===== src/rtl/iob_sync_fifo_ctrl_pkg.sv =====
// Shared constants and sizing helpers for the synchronous FIFO controller.
package iob_sync_fifo_ctrl_pkg;

  localparam int DEF_DATA_W        = 16;
  localparam int DEF_ADDR_W        = 6;
  localparam int DEF_AFULL_MARGIN  = 1;
  localparam int DEF_AEMPTY_MARGIN = 1;

  function automatic int fifo_depth(input int addr_w);
    return 1 << addr_w;
  endfunction

  // One extra bit so the level can represent a completely full FIFO.
  function automatic int level_w(input int addr_w);
    return addr_w + 1;
  endfunction

endpackage


===== src/rtl/iob_sync_fifo_ctrl_if.sv =====
// Requester-side handshake and status bundle of the FIFO controller.
interface iob_sync_fifo_ctrl_if #(
  parameter int DATA_W = 16,
  parameter int ADDR_W = 6
);

  logic              push;
  logic [DATA_W-1:0] push_data;
  logic              pop;
  logic [DATA_W-1:0] pop_data;
  logic              pop_valid;
  logic              full;
  logic              empty;
  logic              almost_full;
  logic              almost_empty;
  logic [ADDR_W:0]   level;
  logic              overflow;
  logic              underflow;

  modport master (
    output push, push_data, pop,
    input  pop_data, pop_valid, full, empty, almost_full, almost_empty,
           level, overflow, underflow
  );

  modport slave (
    input  push, push_data, pop,
    output pop_data, pop_valid, full, empty, almost_full, almost_empty,
           level, overflow, underflow
  );

endinterface


===== src/rtl/iob_sync_fifo_ctrl_ptr.sv =====
// Wrapping ADDR_W-bit FIFO pointer with advance enable and synchronous clear.
module iob_fifo_ptr #(
  parameter int ADDR_W = 6
) (
  input  logic              clk,
  input  logic              rst,
  input  logic              i_clear,
  input  logic              i_en,
  output logic [ADDR_W-1:0] o_ptr
);

  logic [ADDR_W-1:0] r_ptr;

  // NOTE: reset is synchronous, so it lives inside the clocked branch and
  // is absent from the sensitivity list.
  always_ff @(posedge clk) begin
    if (rst || i_clear) begin
      r_ptr <= '0;
    end else if (i_en) begin
      // NOTE: sequential state uses non-blocking assignment so every flop
      // samples the pre-edge values, independent of statement order.
      r_ptr <= r_ptr + ADDR_W'(1);
    end
  end

  assign o_ptr = r_ptr;

endmodule


===== src/rtl/iob_sync_fifo_ctrl.sv =====
// Single-clock FIFO controller sequencing an external registered-read
// two-port memory; owns pointers, occupancy, status and sticky error flags.
module iob_sync_fifo_ctrl
  import iob_sync_fifo_ctrl_pkg::*;
#(
  parameter int DATA_W        = DEF_DATA_W,
  parameter int ADDR_W        = DEF_ADDR_W,
  parameter int AFULL_MARGIN  = DEF_AFULL_MARGIN,
  parameter int AEMPTY_MARGIN = DEF_AEMPTY_MARGIN
) (
  input  logic                clk,
  input  logic                rst,
  input  logic                i_clear,
  iob_sync_fifo_ctrl_if.slave bus,
  output logic                o_mem_w_en,
  output logic [ADDR_W-1:0]   o_mem_w_addr,
  output logic [DATA_W-1:0]   o_mem_w_data,
  output logic                o_mem_r_en,
  output logic [ADDR_W-1:0]   o_mem_r_addr,
  input  logic [DATA_W-1:0]   i_mem_r_data
);

  localparam int DEPTH = fifo_depth(ADDR_W);
  localparam int LVL_W = level_w(ADDR_W);

  localparam logic [LVL_W-1:0] LVL_FULL   = LVL_W'(DEPTH);
  localparam logic [LVL_W-1:0] LVL_AFULL  = LVL_W'(DEPTH - AFULL_MARGIN);
  localparam logic [LVL_W-1:0] LVL_AEMPTY = LVL_W'(AEMPTY_MARGIN);
  localparam logic [LVL_W-1:0] LVL_ONE    = LVL_W'(1);

  logic [LVL_W-1:0] r_level;
  logic             r_pop_valid;
  logic             r_overflow;
  logic             r_underflow;

  logic [LVL_W-1:0] w_level_nxt;
  logic             w_full;
  logic             w_empty;
  logic             w_push_ok;
  logic             w_pop_ok;

  // Status decodes straight from the level register; accepts use it too,
  // so a full FIFO never takes a push even when a pop frees a slot.
  assign w_full    = (r_level == LVL_FULL);
  assign w_empty   = (r_level == '0);
  assign w_push_ok = bus.push & ~w_full;
  assign w_pop_ok  = bus.pop  & ~w_empty;

  iob_fifo_ptr #(.ADDR_W(ADDR_W)) u_w_ptr (
    .clk     (clk),
    .rst     (rst),
    .i_clear (i_clear),
    .i_en    (w_push_ok),
    .o_ptr   (o_mem_w_addr)
  );

  iob_fifo_ptr #(.ADDR_W(ADDR_W)) u_r_ptr (
    .clk     (clk),
    .rst     (rst),
    .i_clear (i_clear),
    .i_en    (w_pop_ok),
    .o_ptr   (o_mem_r_addr)
  );

  always_comb begin
    // NOTE: default first, so no path through the case leaves the signal
    // unassigned and infers a latch.
    w_level_nxt = r_level;
    unique case ({w_push_ok, w_pop_ok})
      2'b10:   w_level_nxt = r_level + LVL_ONE;
      2'b01:   w_level_nxt = r_level - LVL_ONE;
      default: w_level_nxt = r_level;
    endcase
  end

  always_ff @(posedge clk) begin
    if (rst || i_clear) begin
      r_level     <= '0;
      r_pop_valid <= 1'b0;
      r_overflow  <= 1'b0;
      r_underflow <= 1'b0;
    end else begin
      r_level     <= w_level_nxt;
      r_pop_valid <= w_pop_ok;
      r_overflow  <= r_overflow  | (bus.push & w_full);
      r_underflow <= r_underflow | (bus.pop  & w_empty);
    end
  end

  assign o_mem_w_en   = w_push_ok;
  assign o_mem_w_data = bus.push_data;
  assign o_mem_r_en   = w_pop_ok;

  assign bus.pop_data     = i_mem_r_data;
  assign bus.pop_valid    = r_pop_valid;
  assign bus.full         = w_full;
  assign bus.empty        = w_empty;
  assign bus.almost_full  = (r_level >= LVL_AFULL);
  assign bus.almost_empty = (r_level <= LVL_AEMPTY);
  assign bus.level        = r_level;
  assign bus.overflow     = r_overflow;
  assign bus.underflow    = r_underflow;

endmodule


===== src/flat_wrapper.sv =====
// flat-port wrapper written by rule: the top's interface ports become plain ports
module iob_sync_fifo_ctrl_flat import iob_sync_fifo_ctrl_pkg::*;
#(
  parameter int DATA_W        = DEF_DATA_W,
  parameter int ADDR_W        = DEF_ADDR_W,
  parameter int AFULL_MARGIN  = DEF_AFULL_MARGIN,
  parameter int AEMPTY_MARGIN = DEF_AEMPTY_MARGIN
)
  (clk, rst, i_clear, o_mem_w_en, o_mem_w_addr, o_mem_w_data, o_mem_r_en, o_mem_r_addr, i_mem_r_data, bus_push, bus_push_data, bus_pop, bus_pop_data, bus_pop_valid, bus_full, bus_empty, bus_almost_full, bus_almost_empty, bus_level, bus_overflow, bus_underflow);
  iob_sync_fifo_ctrl_if #(.DATA_W(DATA_W), .ADDR_W(ADDR_W)) bus_i ();
  input  logic clk;
  input  logic rst;
  input  logic i_clear;
  output logic o_mem_w_en;
  output logic [ADDR_W-1:0] o_mem_w_addr;
  output logic [DATA_W-1:0] o_mem_w_data;
  output logic o_mem_r_en;
  output logic [ADDR_W-1:0] o_mem_r_addr;
  input  logic [DATA_W-1:0] i_mem_r_data;
  input wire logic [$bits(bus_i.push)-1:0] bus_push;
  input wire logic [$bits(bus_i.push_data)-1:0] bus_push_data;
  input wire logic [$bits(bus_i.pop)-1:0] bus_pop;
  output wire logic [$bits(bus_i.pop_data)-1:0] bus_pop_data;
  output wire logic [$bits(bus_i.pop_valid)-1:0] bus_pop_valid;
  output wire logic [$bits(bus_i.full)-1:0] bus_full;
  output wire logic [$bits(bus_i.empty)-1:0] bus_empty;
  output wire logic [$bits(bus_i.almost_full)-1:0] bus_almost_full;
  output wire logic [$bits(bus_i.almost_empty)-1:0] bus_almost_empty;
  output wire logic [$bits(bus_i.level)-1:0] bus_level;
  output wire logic [$bits(bus_i.overflow)-1:0] bus_overflow;
  output wire logic [$bits(bus_i.underflow)-1:0] bus_underflow;
  assign bus_i.push = bus_push;
  assign bus_i.push_data = bus_push_data;
  assign bus_i.pop = bus_pop;
  assign bus_pop_data = bus_i.pop_data;
  assign bus_pop_valid = bus_i.pop_valid;
  assign bus_full = bus_i.full;
  assign bus_empty = bus_i.empty;
  assign bus_almost_full = bus_i.almost_full;
  assign bus_almost_empty = bus_i.almost_empty;
  assign bus_level = bus_i.level;
  assign bus_overflow = bus_i.overflow;
  assign bus_underflow = bus_i.underflow;
  iob_sync_fifo_ctrl #(.DATA_W(DATA_W), .ADDR_W(ADDR_W), .AFULL_MARGIN(AFULL_MARGIN), .AEMPTY_MARGIN(AEMPTY_MARGIN)) u_core (.clk(clk), .rst(rst), .i_clear(i_clear), .bus(bus_i), .o_mem_w_en(o_mem_w_en), .o_mem_w_addr(o_mem_w_addr), .o_mem_w_data(o_mem_w_data), .o_mem_r_en(o_mem_r_en), .o_mem_r_addr(o_mem_r_addr), .i_mem_r_data(i_mem_r_data));
endmodule

===== config.mk =====
export PLATFORM = sky130hd
export DESIGN_NAME = iob_sync_fifo_ctrl_flat
export DESIGN_NICKNAME = d
export VERILOG_FILES = /design/src/rtl/iob_sync_fifo_ctrl_pkg.sv /design/src/rtl/iob_sync_fifo_ctrl_if.sv /design/src/rtl/iob_sync_fifo_ctrl_ptr.sv /design/src/rtl/iob_sync_fifo_ctrl.sv /design/src/flat_wrapper.sv
export SDC_FILE = /design/constraint.sdc
export NUM_CORES = 1
export LEC_CHECK = 0
export BUFFER_PORTS_ARGS = -buffer_cell sky130_fd_sc_hd__buf_2
export CAP_MARGIN = 0
export CORE_ASPECT_RATIO = 1.75
export CORE_UTILIZATION = 25
export DETAILED_ROUTE_END_ITERATION = 6
export PLACE_DENSITY = 0.55
export SLEW_MARGIN = 30
export SYNTH_ARGS = -nofsm -noshare
export SYNTH_HDL_FRONTEND = slang
export SYNTH_SLANG_ARGS = --single-unit

===== constraint.sdc =====
create_clock -name clk -period 5.4 [get_ports clk]
set_input_delay 0.54 -clock clk [delete_from_list [all_inputs] [get_ports clk]]
set_output_delay 0.54 -clock clk [all_outputs]
set_load 0.05 [all_outputs]

==> flow_summary.yaml, run 1 <==
status:
  run_status: "finished, violations left"
  violations_in_the_final_reports: "design-rule violations"
timing:
  clock-skew-final_ns: 0.006154
  finalSetupViolations: 0
  maximum_clock_frequency_ghz: 0.3055
  hold_ws_ns: 0.4692
  timing_max_transition_violations_final: 0
  max_slew.worst_pin.slew_ns: 0.7803
  relSlewSlack_pct: 47.50
  period_minus_slack_ns: 3.273
  tns_ns: 0
  rsz0062_at_grt: "false"
  layout_worst_path_cycle_share_pct: 60.61
  timing_hold_violations_final: 0
die:
  die_y_um: 99.98
  core_region_area_sq_um: 5255
  die_area_sq_um: 5797
  rows: 35
  floorplan.initialDensity_pct: 26.10
  design.portCount: 97
  die_width_um: 57.99
final_layout:
  layout-drive-gt1-share_pct: 23.13
  num_antenna_cells: 0
  layout_common_cells: "32 x buf_2, 22 x dfxtp_1, 20 x nor2_1"
  nNetsFinal: 205
  final_area_sq_um: 1375
  filler_cell_count_in_the_final_layout: 600
  flow.area_growth_from_synthesis_pct: 0.2738
  layout.cells.most_common: "buf_2"
routing:
  drt_wl_total_mm: 3.025
  drt_pass1_iterations: 7
  routed-wl-met2_mm: 1.545
  drt_drc_violations_left: 13
  wirelength_met1_mm: 1.140
  routed-via-count: 1049
  top_layer: "met4"
  route.met3.wl_um: 193
  detailedRoute.firstIterationViolations: 39
  wl_per_cell_um: 14.07
  number_of_vias_per_cell: 4.879
  drtAntennaViolNets: 0
worst_setup_path:
  r2r-end: "u_core.bus.level[5]"
  r2r_setup_slack_ns: 2.13
  setup.worst_path.class: "reg2reg"
  start_kind: "register"
  regToRegStartpoint: "u_core.bus.level[2]"
  cp.arrival_ns: 3.46
  setup.worst_path.end_class: "register"
  reg2regPathDepth: 7
  critPathMaxFanout: 10
  worst_ep_required_time_ns: 5.59
power:
  switching_share_pct: 31.15
  net-switching-power_mw: 0.1134
  power_density_nw_per_um2: 264.7
  power.leakage_nw: 0.6032
  p_comb_share_pct: 20.8
  vdd.ir_drop.worst_mv: 0.07705
  power_report.internal_total_mw: 0.2506
  pwr-share-seq_pct: 46.9
  clockPowerShare_pct: 32.3
global_route:
  number_of_antenna_violations_at_the_first_check_in_global_routing: 0
  number_of_global_route_vias_before_repair: 1077
  pin_count_of_the_biggest_net_entering_global_routing: 20
  grt_first_pass_wirelength_mm: 4.857
  grt-ovfl-total: 0
  grt.total_usage_pct: 10.92
cts:
  cts.hold.buffers_added: 0
  cts_tree: "built"
  cts_setup_buffers: 0
  cts.sink_count: 22
  clk-insertion-delay-late_ns: 0.26
  cts-buffers-inserted: 3
  cts.repair.resized: 0
  cts_max_path_buffers: 2
  htreeDepth: 1
  clk_pin_slew_worst_paths_ns: 0.08
  cts_root_buffer: "clkbuf_8"
hold_path:
  min-delay-start: "u_core.bus.overflow"
  worstHoldPathType: "reg2reg"
  whs_path_depth: 2
  hold_end: "u_core.bus.overflow"
yosys:
  ys_ff_latch: 22
  netlist_area_sq_um: 1371
  synth-edff-count: 0
  synthesis.yosys.warnings: 0
  synthesis.instances: 164
  async_reset_ff_share_pct: 0
  synthesis.nets: 208
  cell_types_with_the_largest_area_share_after_synthesis: "dfxtp_1 32%, buf_4 18%, ha_1 6.4%, nor2_1 5.5%, xnor2_1 4.5%"
  synth.distinct_cells: 37
  main_flop_type_after_synthesis: "dfxtp_1"
  netlist.area_leader.share_pct: 32.12
  yosysTopAreaCell: "dfxtp_1"
  synth_seq_area_share_pct: 32.12
  syn_avg_cell_area_sq_um: 8.362
placed_design:
  placement.cell_area_sq_um: 1320
  dp_hpwl_mm: 2.318
  placer_s_final_routability_congestion_estimate: 0.7805
  io_buffers: 32
flow_run:
  maxCapViolCount: 0
metrics by stage:
stage | total power [mW] | worst slack (ns) | std cells | util [%]
5_1_grt | 0.3850 | 1.903 | 215 | 26.17
4_1_cts | 0.3721 | 2.107 | 215 | 26.17
2_1_floorplan | 0.2960 | 1.912 | 164 | -
3_3_place_gp | 0.2515 | 2.216 | 211 | 25.12
6_report | 0.3639 | 2.127 | 215 | 26.17
3_5_place_dp | 0.2514 | 2.131 | 211 | 25.12
area by class of cell:
class	count	area [sq um]	share of cell area, %
inverters	4	15.01	1.092
multi-input cells	98	635.6	46.22
flip-flops and latches	22	440.4	32.03
repair buffers	32	160.2	11.65
well taps	55	68.82	5.005
clock buffers	4	55.05	4.004
flip-flops by register name (all words and copies together) (netlist names):
signal	count
u_core.bus.level	7
u_core.bus.overflow	1
u_core.u_w_ptr.o_ptr	6
u_core.u_r_ptr.o_ptr	6
u_core.bus.pop_valid	1
u_core.bus.underflow	1
kinds of logic (layout without fill, tap and decap cells):
kind of cell | after synthesis | count (layout) | synth area share, %
buffers and inverters | 44 | 40 | 21.53
and+or+nand+nor | 49 | 49 | 18.52
muxes | 1 | 1 | 0.7300
DFF | 22 | 22 | 32.12
AOI/OAI and AO/OA | 28 | 28 | 12.41
adders and majority gates | 7 | 7 | 6.387
xor gates and xnor gates | 13 | 13 | 8.303
power groups by stage:
| stage | logic (mW) | clock network [mW] | registers (mW) |
|---|---|---|---|
| finish | 0.0758 | 0.117 | 0.171 |
| global route | 0.0816 | 0.132 | 0.172 |
| CTS | 0.0770 | 0.124 | 0.171 |
| detailed placement | 0.0767 | 0 | 0.175 |
| global placement | 0.0770 | 0 | 0.174 |
| floorplan | 0.111 | 0 | 0.185 |
critical path, stage by stage (launching register included):
cell     delay (ns)
dfxtp_1        0.40
or4_1          0.70
o21ai_1        0.37
ha_1           0.37
or4b_1         0.49
o31a_1         0.26
or4_1          0.46
a21oi_1        0.15
worst max-delay path by stage:
stage	startpoint	to	slack (ns)
2_1_floorplan	u_core.bus.level[0]	u_core.bus.level[5]	1.91
3_3_place_gp	u_core.bus.level[2]	u_core.bus.level[5]	2.22
3_5_place_dp	u_core.bus.level[2]	u_core.bus.level[5]	2.13
4_1_cts	u_core.bus.level[2]	u_core.bus.level[5]	2.11
5_1_grt	u_core.bus.level[2]	u_core.bus.level[5]	1.90
6_report	u_core.bus.level[2]	u_core.bus.level[5]	2.13
synth_stat cells, types with 2 or more instances:
| cell | count |
|---|---|
| a21oi_1 | 11 |
| a31oi_1 | 4 |
| buf_2 | 2 |
| buf_4 | 32 |
| clkbuf_1 | 4 |
| dfxtp_1 | 22 |
| ha_1 | 7 |
| inv_1 | 4 |
| nand2_1 | 6 |
| nand2b_1 | 2 |
| nand3_1 | 3 |
| nand4_1 | 5 |
| nand4b_1 | 2 |
| nor2_1 | 20 |
| o211ai_1 | 2 |
| o21ai_0 | 3 |
| o21ai_1 | 2 |
| or3_1 | 2 |
| or4_1 | 2 |
| xnor2_1 | 7 |
| xor2_1 | 6 |
metal layers:
metal	vias to the layer above	track usage [%]
met4	0	9.890
met2	46	19.54
met5	-	0
li1	517	-
met3	14	1.418
met1	472	10.38
Note: power is estimated with default switching activity, not from simulation.
==> run 2, diff against run 1 <==
==> constraint.sdc (replaced) <==
create_clock -name clk -period 3.25 [get_ports clk]
set_input_delay 0.325 -clock clk [delete_from_list [all_inputs] [get_ports clk]]
set_output_delay 0.325 -clock clk [all_outputs]
set_load 0.05 [all_outputs]
==> flow_summary.yaml, run 2 (synthesized netlist as in run 1, its figures left out) <==
die:
  rows: 35
  die_y_um: 99.98
  core_region_area_sq_um: 5255
  floorplan.initialDensity_pct: 26.10
  die_area_sq_um: 5797
  die_width_um: 57.99
  design.portCount: 97
timing:
  period_minus_slack_ns: 2.837
  clock-skew-final_ns: 0.006103
  maximum_clock_frequency_ghz: 0.3525
  relSlewSlack_pct: 49.15
  timing_max_transition_violations_final: 0
  tns_ns: 0
  hold_ws_ns: 0.3495
  timing_hold_violations_final: 0
  finalSetupViolations: 0
  rsz0062_at_grt: "false"
  layout_worst_path_cycle_share_pct: 87.28
  max_slew.worst_pin.slew_ns: 0.7557
global_route:
  grt.total_usage_pct: 10.74
  pin_count_of_the_biggest_net_entering_global_routing: 20
  number_of_antenna_violations_at_the_first_check_in_global_routing: 0
  grt-ovfl-total: 0
  grt_first_pass_wirelength_mm: 4.747
  number_of_global_route_vias_before_repair: 1008
hold_path:
  worstHoldPathType: "in2reg"
  min-delay-start: "rst"
power:
  total_design_power_mw: 0.6143
  power.leakage_nw: 0.6240
  power_density_nw_per_um2: 434.9
  vdd.ir_drop.worst_mv: 0.1249
routing:
  detailedRoute.firstIterationViolations: 43
  drt_wl_total_mm: 3.080
  number_of_vias_per_cell: 4.854
  wl_per_cell_um: 14.06
  routed-via-count: 1063
  drt_pass1_iterations: 6
  drt_drc_violations_left: 11
  drtAntennaViolNets: 0
final_layout:
  flow.area_growth_from_synthesis_pct: 3.011
  layout.cells.most_common: "buf_2"
  postLayoutCoreUtil_pct: 26.88
  layout-drive-gt1-share_pct: 28.05
  num_antenna_cells: 0
  final_area_sq_um: 1413
  largest_reg_flops: 7
  seqCellArea_sq_um: 444.2
  multi_input_area_sq_um: 639.4
  filler_cell_count_in_the_final_layout: 565
  layout_common_cells: "32 x buf_2, 20 x nor2_1, 19 x dfxtp_1"
  nNetsFinal: 209
cts:
  clk-insertion-delay-late_ns: 0.26
  htreeDepth: 1
  cts.repair.resized: 0
  cts_setup_buffers: 0
  cts_root_buffer: "clkbuf_8"
  cts_tree: "built"
  cts.sink_count: 22
  clk_pin_slew_worst_paths_ns: 0.08
  cts.hold.buffers_added: 0
  cts-buffers-inserted: 3
  cts_max_path_buffers: 2
status:
  violations_in_the_final_reports: "design-rule violations"
  run_status: "finished, violations left"
worst_setup_path:
  critPathMaxFanout: 9
  regToRegStartpoint: "u_core.bus.level[3]"
  critical_path.cell_chain: "or4_1 > o21ai_2 > ha_1 > or4b_1 > o31a_1 > or4_1 > a21oi_1"
  setup.worst_path.end_class: "register"
  worst_ep_required_time_ns: 3.45
  start_kind: "register"
  critical_path.slowest_cell: "or4_1"
  beginning_of_the_critical_path: "u_core.bus.level[3]"
  crit_top_cell: "or4_1"
  max_stage_delay_ns: 0.55
  cp.arrival_ns: 3.04
  setup.worst_path.class: "reg2reg"
  r2r_setup_slack_ns: 0.41
placed_design:
  placer_s_final_routability_congestion_estimate: 0.8003
  placement.cell_area_sq_um: 1358
  io_buffers: 32
  dp_hpwl_mm: 2.330
flow_run:
  maxCapViolCount: 0
run 2: cell types whose count changed in the layout (fill, tap and decap cells not counted), sizes merged:
| cell | previous run | this run |
|---|---|---|
| buf | 32 | 36 |
run 2: layer usage:
metal  share of wire (%)  wire (um)  vias up  track usage (%)
li1                    -          -      530                -
met1                  38       1170      484            10.63
met2                  54       1663       43            19.72
met3                 6.1        187        6            1.804
met4                 1.9         59        0            7.143
met5                   0          0        -                0
run 2: critical path, delay by kind of cell, from the launching register on:
family / cells / cell delay [ns]
AND/OR/NAND/NOR: 3 / 1.50
AO/OA/AOI/OAI: 3 / 0.69
flip-flops: 1 / 0.37
adder cells (fa/ha/maj): 1 / 0.21
run 2: area by class of cell:
class | count | share of cell area [%]
Clock buffer | 4 | 3.897
Inverter | 4 | 1.063
Multi-Input combinational cell | 98 | 45.26
Sequential cell | 22 | 31.44
Tap cell | 55 | 4.872
Timing Repair Buffer | 36 | 13.46
run 2: power breakdown:
group          switching, mW  total (mW)  internal (mW)
Sequential           0.00803       0.283          0.275
Clock                 0.0912       0.199          0.108
Combinational         0.0946       0.132         0.0370
run 2: metrics by stage:
stage / cells / setup slack [ns]
after CTS: 219 / 0.4158
final: 219 / 0.4133
after global placement: 215 / 0.4826
after global routing: 219 / 0.2556
after detailed placement: 215 / 0.4435
after floorplan: 164 / 0.02500
run 2: worst paths after layout:
kind	cells past startpoint	to
worst max-delay path	7	u_core.bus.level[5]
worst min-delay path	3	u_core.u_r_ptr.o_ptr[5]
worst max register to register	7	u_core.bus.level[5]
worst min register to register	2	u_core.bus.underflow
==> run 3, diff against run 2 <==
--- a/config.mk
+++ b/config.mk
@@ -7,10 +7,12 @@
 export LEC_CHECK = 0
 export BUFFER_PORTS_ARGS = -buffer_cell sky130_fd_sc_hd__buf_2
 export CAP_MARGIN = 0
+export CELL_PAD_IN_SITES_DETAIL_PLACEMENT = 2
+export CELL_PAD_IN_SITES_GLOBAL_PLACEMENT = 2
 export CORE_ASPECT_RATIO = 1.75
-export CORE_UTILIZATION = 25
+export CORE_UTILIZATION = 21
 export DETAILED_ROUTE_END_ITERATION = 6
-export PLACE_DENSITY = 0.55
+export PLACE_DENSITY = 0.82
 export SLEW_MARGIN = 30
 export SYNTH_ARGS = -nofsm -noshare
 export SYNTH_HDL_FRONTEND = slang
==> flow_summary.yaml, run 3 (synthesized netlist as in run 1, its figures left out) <==
status:
  run_status: "complete, no violations"
final_layout:
  largest_reg_flops: 7
  num_antenna_cells: 0
  layout-drive-gt1-share_pct: 26.71
  seqCellArea_sq_um: 444.2
  layout.cells.most_common: "buf_2"
  multi_input_area_sq_um: 639.4
  filler_cell_count_in_the_final_layout: 734
  nNetsFinal: 207
  flow.area_growth_from_synthesis_pct: 3.194
  layout_common_cells: "32 x buf_2, 20 x nor2_1, 19 x dfxtp_1"
routing:
  routed-via-count: 1080
  wl_per_cell_um: 15.03
  drtAntennaViolNets: 0
  drt_pass1_iterations: 4
  drt_wl_total_mm: 3.622
  drt_drc_violations_left: 0
  number_of_vias_per_cell: 4.481
  detailedRoute.firstIterationViolations: 10
power:
  power_density_nw_per_um2: 415.0
  power.leakage_nw: 0.6065
  total_design_power_mw: 0.5872
  vdd.ir_drop.worst_mv: 0.1065
timing:
  rsz0062_at_grt: "false"
  finalSetupViolations: 0
  timing_max_transition_violations_final: 0
  clock-skew-final_ns: 0.001858
  tns_ns: 0
  period_minus_slack_ns: 3.016
  timing_hold_violations_final: 0
  max_slew.worst_pin.slew_ns: 0.7336
  layout_worst_path_cycle_share_pct: 92.80
  maximum_clock_frequency_ghz: 0.3316
  relSlewSlack_pct: 50.64
worst_setup_path:
  critPathMaxFanout: 10
  reg2regPathDepth: 7
  start_kind: "register"
  setup.worst_path.end_class: "register"
  r2r_setup_slack_ns: 0.23
  regToRegStartpoint: "u_core.bus.level[2]"
  r2r-end: "u_core.bus.level[5]"
  worst_ep_required_time_ns: 3.45
  cp.arrival_ns: 3.21
  setup.worst_path.class: "reg2reg"
cts:
  cts_setup_buffers: 0
  htreeDepth: 1
  cts_max_path_buffers: 2
  clk-insertion-delay-late_ns: 0.26
  cts-buffers-inserted: 3
  clk_pin_slew_worst_paths_ns: 0.08
  cts.sink_count: 22
  cts_tree: "built"
  cts.repair.resized: 0
  cts_root_buffer: "clkbuf_8"
  cts.hold.buffers_added: 0
global_route:
  pin_count_of_the_biggest_net_entering_global_routing: 20
  grt-ovfl-total: 0
  number_of_antenna_violations_at_the_first_check_in_global_routing: 0
  number_of_global_route_vias_before_repair: 1215
  grt.total_usage_pct: 11.12
  grt_first_pass_wirelength_mm: 5.885
die:
  core_region_area_sq_um: 6228
  die_y_um: 108.9
  floorplan.initialDensity_pct: 22.02
  die_area_sq_um: 6870
  design.portCount: 97
  rows: 38
  die_width_um: 63.09
hold_path:
  hold_end: "u_core.u_r_ptr.o_ptr[5]"
  min-delay-start: "rst"
  worstHoldPathType: "in2reg"
  whs_path_depth: 3
placed_design:
  io_buffers: 32
  placer_s_final_routability_congestion_estimate: 0.7121
  dp_hpwl_mm: 2.866
flow_run:
  maxCapViolCount: 0
==> run 3: cell types whose count changed in the layout (fill, tap and decap cells not counted), sizes merged <==
cell | before | now
buf | 36 | 34
clkbuf | 4 | 3
==> run 3: worst max-delay path by stage <==
stage,start,to,slack (ns),cells after the start
final,u_core.bus.level[2],u_core.bus.level[5],0.23,7
after global routing,u_core.bus.level[0],u_core.bus.level[5],0.06,10
after CTS,u_core.bus.level[2],u_core.bus.level[5],0.24,7
after detailed placement,u_core.bus.level[2],u_core.bus.level[5],0.27,7
after global placement,u_core.bus.level[2],u_core.bus.level[5],0.39,7
after floorplan,u_core.bus.level[2],u_core.bus.level[5],0.02,10
==> run 3: power breakdown <==
group	leakage [nW]	total, mW	switching, mW	internal, mW
Combinational	0.406	0.132	0.0969	0.0355
Clock	0.0216	0.170	0.0877	0.0828
Sequential	0.179	0.284	0.00897	0.275
Total	0.606	0.587	0.194	0.394
==> run 3: per-stage QoR <==
step | util [%] | setup slack, ns | area (sq um) | instances | hold WS (ns)
after floorplan | - | 0.02500 | 1379 | 164 | 0.4657
after global placement | 22.06 | 0.3894 | 1374 | 238 | 0.4429
after detailed placement | 22.06 | 0.2717 | 1374 | 238 | 0.4601
after CTS | 22.72 | 0.2438 | 1415 | 241 | 0.3466
after global routing | 22.72 | 0.06491 | 1415 | 241 | 0.3606
final | 22.72 | 0.2341 | 1415 | 241 | 0.3545
==> run 3: layout make-up <==
cell class,count,share of cell area [%]
Multi-Input combinational cell,98,45.18
Sequential cell,22,31.39
Timing Repair Buffer,34,12.38
Tap cell,80,7.073
Clock buffer,3,2.918
Inverter,4,1.061
==> run 3: routing by layer <==
| layer | up-vias | routed length, um | GRT usage [%] |
|---|---|---|---|
| met3 | 8 | 150 | 1.360 |
| met5 | - | 0 | 0 |
| met1 | 533 | 1301 | 9.981 |
| li1 | 519 | - | - |
| met4 | 0 | 70 | 6.811 |
| met2 | 20 | 2099 | 22.73 |
==> run 3: critical path, cell delays in order (launching register included) <==
cell and delay, ns:
dfxtp_1 0.41, or4_1 0.60, o21ai_2 0.18, ha_1 0.36, or4b_1 0.51, o31a_1 0.27, or4_1 0.48, a21oi_1 0.14
